===== config.mk =====
export PLATFORM = sky130hd
export DESIGN_NAME = clk_en_gen_flat
export DESIGN_NICKNAME = d
export VERILOG_FILES = /design/src/rtl/clk_en_gen_if.sv /design/src/rtl/clk_en_gen.sv /design/src/flat_wrapper.sv
export SDC_FILE = /design/constraint.sdc
export NUM_CORES = 1
export LEC_CHECK = 0
export BUFFER_PORTS_ARGS = -buffer_cell sky130_fd_sc_hd__buf_2
export CAP_MARGIN = 30
export CORE_ASPECT_RATIO = 1.75
export CORE_MARGIN = 2
export CORE_UTILIZATION = 45
export DETAILED_ROUTE_END_ITERATION = 16
export SETUP_SLACK_MARGIN = 0.3
export SLEW_MARGIN = 20
export SYNTH_ARGS = -nofsm -noshare
export SYNTH_HDL_FRONTEND = slang
export SYNTH_SLANG_ARGS = --single-unit

===== constraint.sdc =====
create_clock -name clk -period 3.6 [get_ports clk]
set_clock_uncertainty 0.2 [all_clocks]
set_input_delay 0.9 -clock clk [delete_from_list [all_inputs] [get_ports clk]]
set_output_delay 0.9 -clock clk [all_outputs]
set_load 0.005 [all_outputs]

===== src/rtl/clk_en_gen_if.sv =====
// Bundles the mode/step/divider controls and the divided-clock outputs of clk_en_gen.
// The master drives the controls; the slave (the generator) drives the clocks and status.
interface clk_en_gen_if #(
   parameter int N_CH  = 5,
   parameter int CNT_W = 32
);
   logic [1:0]            mode;
   logic                  step_btn;
   logic [N_CH*CNT_W-1:0] div_val;
   logic                  sync_restart;
   logic [N_CH-1:0]       div_clk;
   logic [N_CH-1:0]       tick;
   logic                  step_pulse;
   logic                  running;

   modport master (
      output mode, step_btn, div_val, sync_restart,
      input  div_clk, tick, step_pulse, running
   );

   modport slave (
      input  mode, step_btn, div_val, sync_restart,
      output div_clk, tick, step_pulse, running
   );
endinterface


===== src/rtl/clk_en_gen.sv =====
// Multi-channel clock divider with stop/step/run gating and a debounced step button.
// Optional phase-align restart is compiled in with CLK_EN_GEN_SYNC_RESTART_EN.
module clk_en_gen #(
   parameter int              N_CH      = 5,
   parameter int              CNT_W     = 32,
   parameter logic [N_CH-1:0] GATE_MASK = 5'b00111,
   parameter logic [15:0]     DEB_CNT   = 16'd1000
) (
   input  logic        clk,
   input  logic        rst,
   clk_en_gen_if.slave bus
);

   localparam logic [CNT_W-1:0] ONE = CNT_W'(1);

   typedef enum logic [1:0] {S_STOP, S_WAIT, S_ARMED, S_RUN} state_t;

   logic             r_btn_s1, r_btn_s2;
   logic             r_deb_lvl;
   logic [15:0]      r_deb_cnt;
   logic             r_step_pulse;
   state_t           r_state;
   logic             r_running;
   logic [CNT_W-1:0] r_cnt [N_CH];
   logic [N_CH-1:0]  r_div_clk;
   logic [N_CH-1:0]  r_tick;

   logic [CNT_W-1:0] w_div [N_CH];
   logic [N_CH-1:0]  w_en;
   logic             w_low_tick;

   // Synchroniser plus debouncer: a new level must be seen DEB_CNT times in a row.
   always_ff @(posedge clk or negedge rst) begin
      if (!rst) begin
         r_btn_s1     <= 1'b0;
         r_btn_s2     <= 1'b0;
         r_deb_lvl    <= 1'b0;
         r_deb_cnt    <= '0;
         r_step_pulse <= 1'b0;
      end else begin
         r_btn_s1     <= bus.step_btn;
         r_btn_s2     <= r_btn_s1;
         r_step_pulse <= 1'b0;
         if (r_btn_s2 == r_deb_lvl) begin
            r_deb_cnt <= '0;
         end else if (r_deb_cnt == DEB_CNT - 16'd1) begin
            r_deb_lvl    <= r_btn_s2;
            r_deb_cnt    <= '0;
            r_step_pulse <= r_btn_s2;
         end else begin
            r_deb_cnt <= r_deb_cnt + 16'd1;
         end
      end
   end

   // Tick of the lowest-index gated channel ends a single step.
   always_comb begin
      w_low_tick = 1'b0;
      for (int i = N_CH - 1; i >= 0; i--)
         if (GATE_MASK[i]) w_low_tick = r_tick[i];
   end

   always_ff @(posedge clk or negedge rst) begin
      if (!rst) begin
         r_state   <= S_STOP;
         r_running <= 1'b0;
      end else begin
         case (bus.mode)
            2'b00: begin
               r_state   <= S_STOP;
               r_running <= 1'b0;
            end
            2'b01: begin
               if (r_state == S_ARMED) begin
                  if (w_low_tick) begin
                     r_state   <= S_WAIT;
                     r_running <= 1'b0;
                  end else begin
                     r_running <= 1'b1;
                  end
               end else if (r_step_pulse) begin
                  r_state   <= S_ARMED;
                  r_running <= 1'b1;
               end else begin
                  r_state   <= S_WAIT;
                  r_running <= 1'b0;
               end
            end
            default: begin
               r_state   <= S_RUN;
               r_running <= 1'b1;
            end
         endcase
      end
   end

   always_comb begin
      for (int i = 0; i < N_CH; i++) begin
         w_div[i] = bus.div_val[i*CNT_W +: CNT_W];
         w_en[i]  = ~GATE_MASK[i] | r_running;
      end
   end

   // The >= compare also recovers when div_val drops below the running count.
   always_ff @(posedge clk or negedge rst) begin
      if (!rst) begin
         for (int i = 0; i < N_CH; i++) r_cnt[i] <= '0;
         r_div_clk <= '0;
         r_tick    <= '0;
`ifdef CLK_EN_GEN_SYNC_RESTART_EN
      end else if (bus.sync_restart) begin
         for (int i = 0; i < N_CH; i++) r_cnt[i] <= '0;
         r_div_clk <= '0;
         r_tick    <= '0;
`endif
      end else begin
         for (int i = 0; i < N_CH; i++) begin
            r_tick[i] <= 1'b0;
            if (w_en[i]) begin
               if (r_cnt[i] >= w_div[i]) begin
                  r_cnt[i]     <= '0;
                  r_div_clk[i] <= ~r_div_clk[i];
                  r_tick[i]    <= ~r_div_clk[i];
               end else begin
                  r_cnt[i] <= r_cnt[i] + ONE;
               end
            end
         end
      end
   end

`ifndef CLK_EN_GEN_SYNC_RESTART_EN
   logic w_unused_sync;
   assign w_unused_sync = bus.sync_restart;
`endif

   assign bus.div_clk    = r_div_clk;
   assign bus.tick       = r_tick;
   assign bus.step_pulse = r_step_pulse;
   assign bus.running    = r_running;

endmodule


===== src/flat_wrapper.sv =====
// flat-port wrapper written by rule: the top's interface ports become plain ports
module clk_en_gen_flat 
#(
   parameter int              N_CH      = 5,
   parameter int              CNT_W     = 32,
   parameter logic [N_CH-1:0] GATE_MASK = 5'b00111,
   parameter logic [15:0]     DEB_CNT   = 16'd1000
)
  (clk, rst, bus_mode, bus_step_btn, bus_div_val, bus_sync_restart, bus_div_clk, bus_tick, bus_step_pulse, bus_running);
  clk_en_gen_if #(.N_CH(N_CH), .CNT_W(CNT_W)) bus_i ();
  input  logic clk;
  input  logic rst;
  input wire logic [$bits(bus_i.mode)-1:0] bus_mode;
  input wire logic [$bits(bus_i.step_btn)-1:0] bus_step_btn;
  input wire logic [$bits(bus_i.div_val)-1:0] bus_div_val;
  input wire logic [$bits(bus_i.sync_restart)-1:0] bus_sync_restart;
  output wire logic [$bits(bus_i.div_clk)-1:0] bus_div_clk;
  output wire logic [$bits(bus_i.tick)-1:0] bus_tick;
  output wire logic [$bits(bus_i.step_pulse)-1:0] bus_step_pulse;
  output wire logic [$bits(bus_i.running)-1:0] bus_running;
  assign bus_i.mode = bus_mode;
  assign bus_i.step_btn = bus_step_btn;
  assign bus_i.div_val = bus_div_val;
  assign bus_i.sync_restart = bus_sync_restart;
  assign bus_div_clk = bus_i.div_clk;
  assign bus_tick = bus_i.tick;
  assign bus_step_pulse = bus_i.step_pulse;
  assign bus_running = bus_i.running;
  clk_en_gen #(.N_CH(N_CH), .CNT_W(CNT_W), .GATE_MASK(GATE_MASK), .DEB_CNT(DEB_CNT)) u_core (.clk(clk), .rst(rst), .bus(bus_i));
endmodule

# Yosys cells after proc, flatten, opt, wreduce, memory -nomap -nowiden
# Index checks and enable logic that the tools add are counted.
# totals
ff_bits	193
latchBits	0
mem_bits_rw	0
rom_bits	0
in_bits	166
n_memories	0
# op_classes
add_sub_neg	6
multipliers	0
div	0
magnitude_cmp	5
eq_ne	5
n_shift	0
n_mux	25
bitwise	6
reduce_logical	5
# op_table
cell	n
32-bit by 1-bit adder with 32-bit output, second input constant	5
32-bit greater-or-equal comparator	5
32-bit two-way mux	5
16-bit two-way mux	2
16-bit by 1-bit adder with 16-bit output, second input constant	1
16-bit by 10-bit equality test with 1-bit output, second input constant	1
1-bit two-way mux	13
2-bit AND reduction	4
2-bit two-way mux	3
1-bit NOT	6
2-bit case mux with 2 select lines	1
3-bit by 2-bit inequality test with 1-bit output, second input constant	1
2-bit by 1-bit equality test with 1-bit output, second input constant	1
2-bit equality test, second input constant	1
2-bit zero test	1
1-bit case mux with 2 select lines	1
1-bit equality test	1

# Depth between registers and ports, before layout
# logic_depth
word_depth	3
mapped_depth	10
mapped_depth_nobuf	8

# Worst setup path after synthesis
# Ideal clock, no wire load.
# synth_path
path_kind	input-to-reg
startpoint	input port bus_div_val[62]
endpoint	register u_core.r_cnt[104] (netlist bit)
setup_ns	0.119
arrival_time_ns	2.796
required_ns	3.281
path_slack_ns	0.485
stages	9
path_buffers	2
path_cell_list	inv_1 ha_1 nand4_1 or4_4 nor4b_4 a31o_1 buf_6 buf_6 nor2_1
# synth_via
elab_chain_cells	2
# synth_rtl
element	line	text
start, declared	flat_wrapper.sv:15	input wire logic [$bits(bus_i.div_val)-1:0] bus_div_val;
32-bit greater-or-equal comparator	clk_en_gen.sv:120	if (r_cnt[i] >= w_div[i]) begin
32-bit two-way mux	clk_en_gen.sv:120	
end signal, assigned by index	clk_en_gen.sv:125	r_cnt[i] <= r_cnt[i] + ONE;
end, declared	clk_en_gen.sv:24	logic [CNT_W-1:0] r_cnt [N_CH];
# No other way between the ends.
# A chain may end at the register's enable or synchronous reset.

# Worst setup path after layout
# layout_path
startpoint	input port bus_div_val[66]
endpoint	register u_core.r_cnt[83] (netlist bit)
# The elaborated chain is that of the path after synthesis.

==> metrics.txt <==
worst min path class=reg2reg; PwrDens=442 mW/mm²; Hold Buf Count CTS=0; Worst VDD drop=0.366 mV; worst r2r src=u_core.r_cnt[126]$_DFFE_PN0P_; WL/cell=14.6 µm; number of synthesized flops with an enable pin=0; Std-Cell Rows=82; CP Launch Point=bus_div_val[66]; vias in the first global route=11064; Filler cells=2755; global-route wire length before repair=51100 µm; Max FO, Critical Path=7; TritonCTS Buffers=17; Num Clock Sinks=193; diode count=0; via count=10776; top cells by area, synth=dfrtp_1, ha_1, xor2_1; maxcap violations=0; min-delay src=u_core.r_btn_s1$_DFF_PN0_; Post-CTS Setup Bufs=0; Port Buffers=176; Tcrit/Tclk final=80.4%; Synth top area share=36.8%; Pleak=8.07 nW; Reg area=0.00483 mm²; DP HPWL=23500 µm; area occupied by multi-input gates=0.00746 mm²; initial drt markers=403; Yosys warnings=0; Critical Path AT=3.04 ns; CP Capture Type=register; Mapped Nets=1805; #FFs+latches synth=193; Crit path required time=3.74 ns; CP Launch Type=input port; Setup-failing EPs final=0; # DRC=0; synthesized area=0.0131 mm²; status=complete, no violations; commonest register cell after synthesis=dfrtp_1; Global Route Usage Sum=20.5%; largest net degree at the start of global routing=79; post-synth top area cell=dfrtp_1; DR vias/cell=5.24; Synth async-reset ratio=100%; Pre-Repair DR Iteration Count=5; min Tclk post-route=2.89 ns; gr ovfl total=0; ANT nets after route=0; clk_lat worst skew=0.45 ns; worst-margin pin slew=0.760 ns; CTS H-tree depth=4; worst reg2reg setup slack=0.86 ns; final hold vios=0; Post-Syn Instances=1473; post-CTS sizing=0; WL final=30100 µm; layout cells sized above 1=14.4%; area of the core=0.0286 mm²; Max Fclk=0.346 GHz; total power draw=6.72 mW; sequential area share after synthesis=36.8%; Rel. slew slack=48.6%; I/O pin cnt=178; Synth cell types=64; initial antenna violation count=0; die height=230 µm; initial core utilization=45.8%; Die Wd=133 µm; area grow syn2layout=15.9%; Fin Setup TNS=0 ns; Die ar.=0.0306 mm²; Final Max Slew Viols=0; clk buf depth=2; CTS clock-pin slew for the worst setup and hold paths=0.07 ns; clk root buf=clkbuf_16; Crit Path Class=in2reg; RSZ-0062 raised after global routing=false; CTS tree=done; Mapped Avg Cell Area=8.90 µm²; Placer Congestion=0.811; Final Net Count=1999
==> layout make-up <==
class	instances	share of cell area, %
Timing Repair Buffer	199	7.65
Inverter	191	4.72
Sequential cell	193	31.8
Clock buffer	20	3.00
Multi-Input combinational cell	1065	49.1
Clock inverter	11	0.683
Tap cell	378	3.11
==> metrics by stage <==
step | worst slack (ns) | hold WS (ns) | cell area [µm²] | cells | util, %
finish | 0.707 | 0.166 | 15200 | 2057 | 53.1
floorplan | 0.485 | 0.131 | 13100 | 1473 | -
CTS | 0.665 | 0.166 | 15200 | 2057 | 53.1
detailed placement | 0.194 | 0.136 | 14600 | 2026 | 51.1
global placement | 0.267 | 0.143 | 14600 | 2026 | 51.1
global route | 0.511 | 0.171 | 15200 | 2057 | 53.1
==> final timing paths <==
check / depth (start not counted) / to
setup / recovery: 9 / u_core.r_cnt[83]$_DFFE_PN0P_
hold / removal: 0 / u_core.r_btn_s2$_DFF_PN0_
setup reg to reg: 7 / u_core.r_cnt[100]$_DFFE_PN0P_
hold reg to reg: 0 / u_core.r_btn_s2$_DFF_PN0_
max in group asynchronous: 2 / u_core.r_cnt[19]$_DFF_PN0_
min in group asynchronous: 1 / u_core.r_cnt[39]$_DFF_PN0_
==> layer usage <==
metal / track usage [%] / up-vias / routed length, µm
met5: 0 / - / 0
met4: 7.66 / 0 / 736
met3: 2.76 / 43 / 878
met2: 39.4 / 177 / 16300
met1: 22.7 / 5122 / 12200
li1: - / 5434 / -
==> state kept, by name, summed over array words and instances, names as in the netlist <==
register,count
u_core.r_btn_s2,1
u_core.r_deb_cnt,16
u_core.bus.running,1
u_core.r_deb_lvl,1
u_core.r_state,2
u_core.r_btn_s1,1
u_core.bus.step_pulse,1
u_core.bus.div_clk,5
u_core.r_cnt,160
u_core.bus.tick,5
==> cell families (layout without fill, tap and decap cells) <==
logic type	after synthesis	in the layout	share of synthesized area, %
simple gates	562	562	21.0
buf+inv	215	421	6.37
flops	193	193	36.8
compound gates	177	177	9.19
fa+ha+maj	166	166	15.8
xor+xnor	156	156	10.4
mux	4	4	0.315
==> report_power, final <==
part | internal [mW] | switching [mW] | total (mW)
combinational | 0.862 | 0.934 | 1.80
sequential | 2.55 | 0.494 | 3.04
clock | 0.992 | 0.885 | 1.88
total | 4.40 | 2.31 | 6.72
==> synthesized netlist by cell type, types with 22 or more instances <==
| cell type | n |
|---|---|
| a21o_1 | 23 |
| a21oi_1 | 56 |
| and3_1 | 33 |
| and4_1 | 27 |
| dfrtp_1 | 193 |
| ha_1 | 166 |
| inv_1 | 191 |
| nand2_1 | 102 |
| nand3_1 | 66 |
| nand4_1 | 56 |
| nor2_1 | 204 |
| o21ai_0 | 22 |
| xnor2_1 | 59 |
| xor2_1 | 97 |
==> critical path, cell delays in order <==
cell	delay, ns
buf_2	0.10
inv_1	0.04
ha_1	0.32
a41oi_1	0.23
o211ai_1	0.15
a221o_1	0.34
nand3_1	0.23
nand4_1	0.36
o31ai_1	0.36
==> cells in the final DEF (no fill, tap or decap), types with 4 or more instances in the layout <==
master     instances
o22ai_1            5
xor2_1            97
inv_1            191
xnor2_1           59
nand4_1           56
nand3_1           66
nor4_1            11
buf_12             8
nor2_1           204
o21ai_0           22
nor2b_1           13
a41oi_1           11
nand2b_1           5
o211ai_1           5
or3_1              5
a21o_1            23
a221oi_1           4
clkbuf_16         17
a211oi_1           6
a31oi_1            5
and2_1             6
buf_4             15
nor3_1            19
o21a_1             4
o2111ai_1          4
dfrtp_1          193
a221o_1            5
buf_2            175
ha_1             166
a21oi_1           56
nand2_1          102
and4_1            27
and3_1            33
Power figures use the tool's default switching activity.
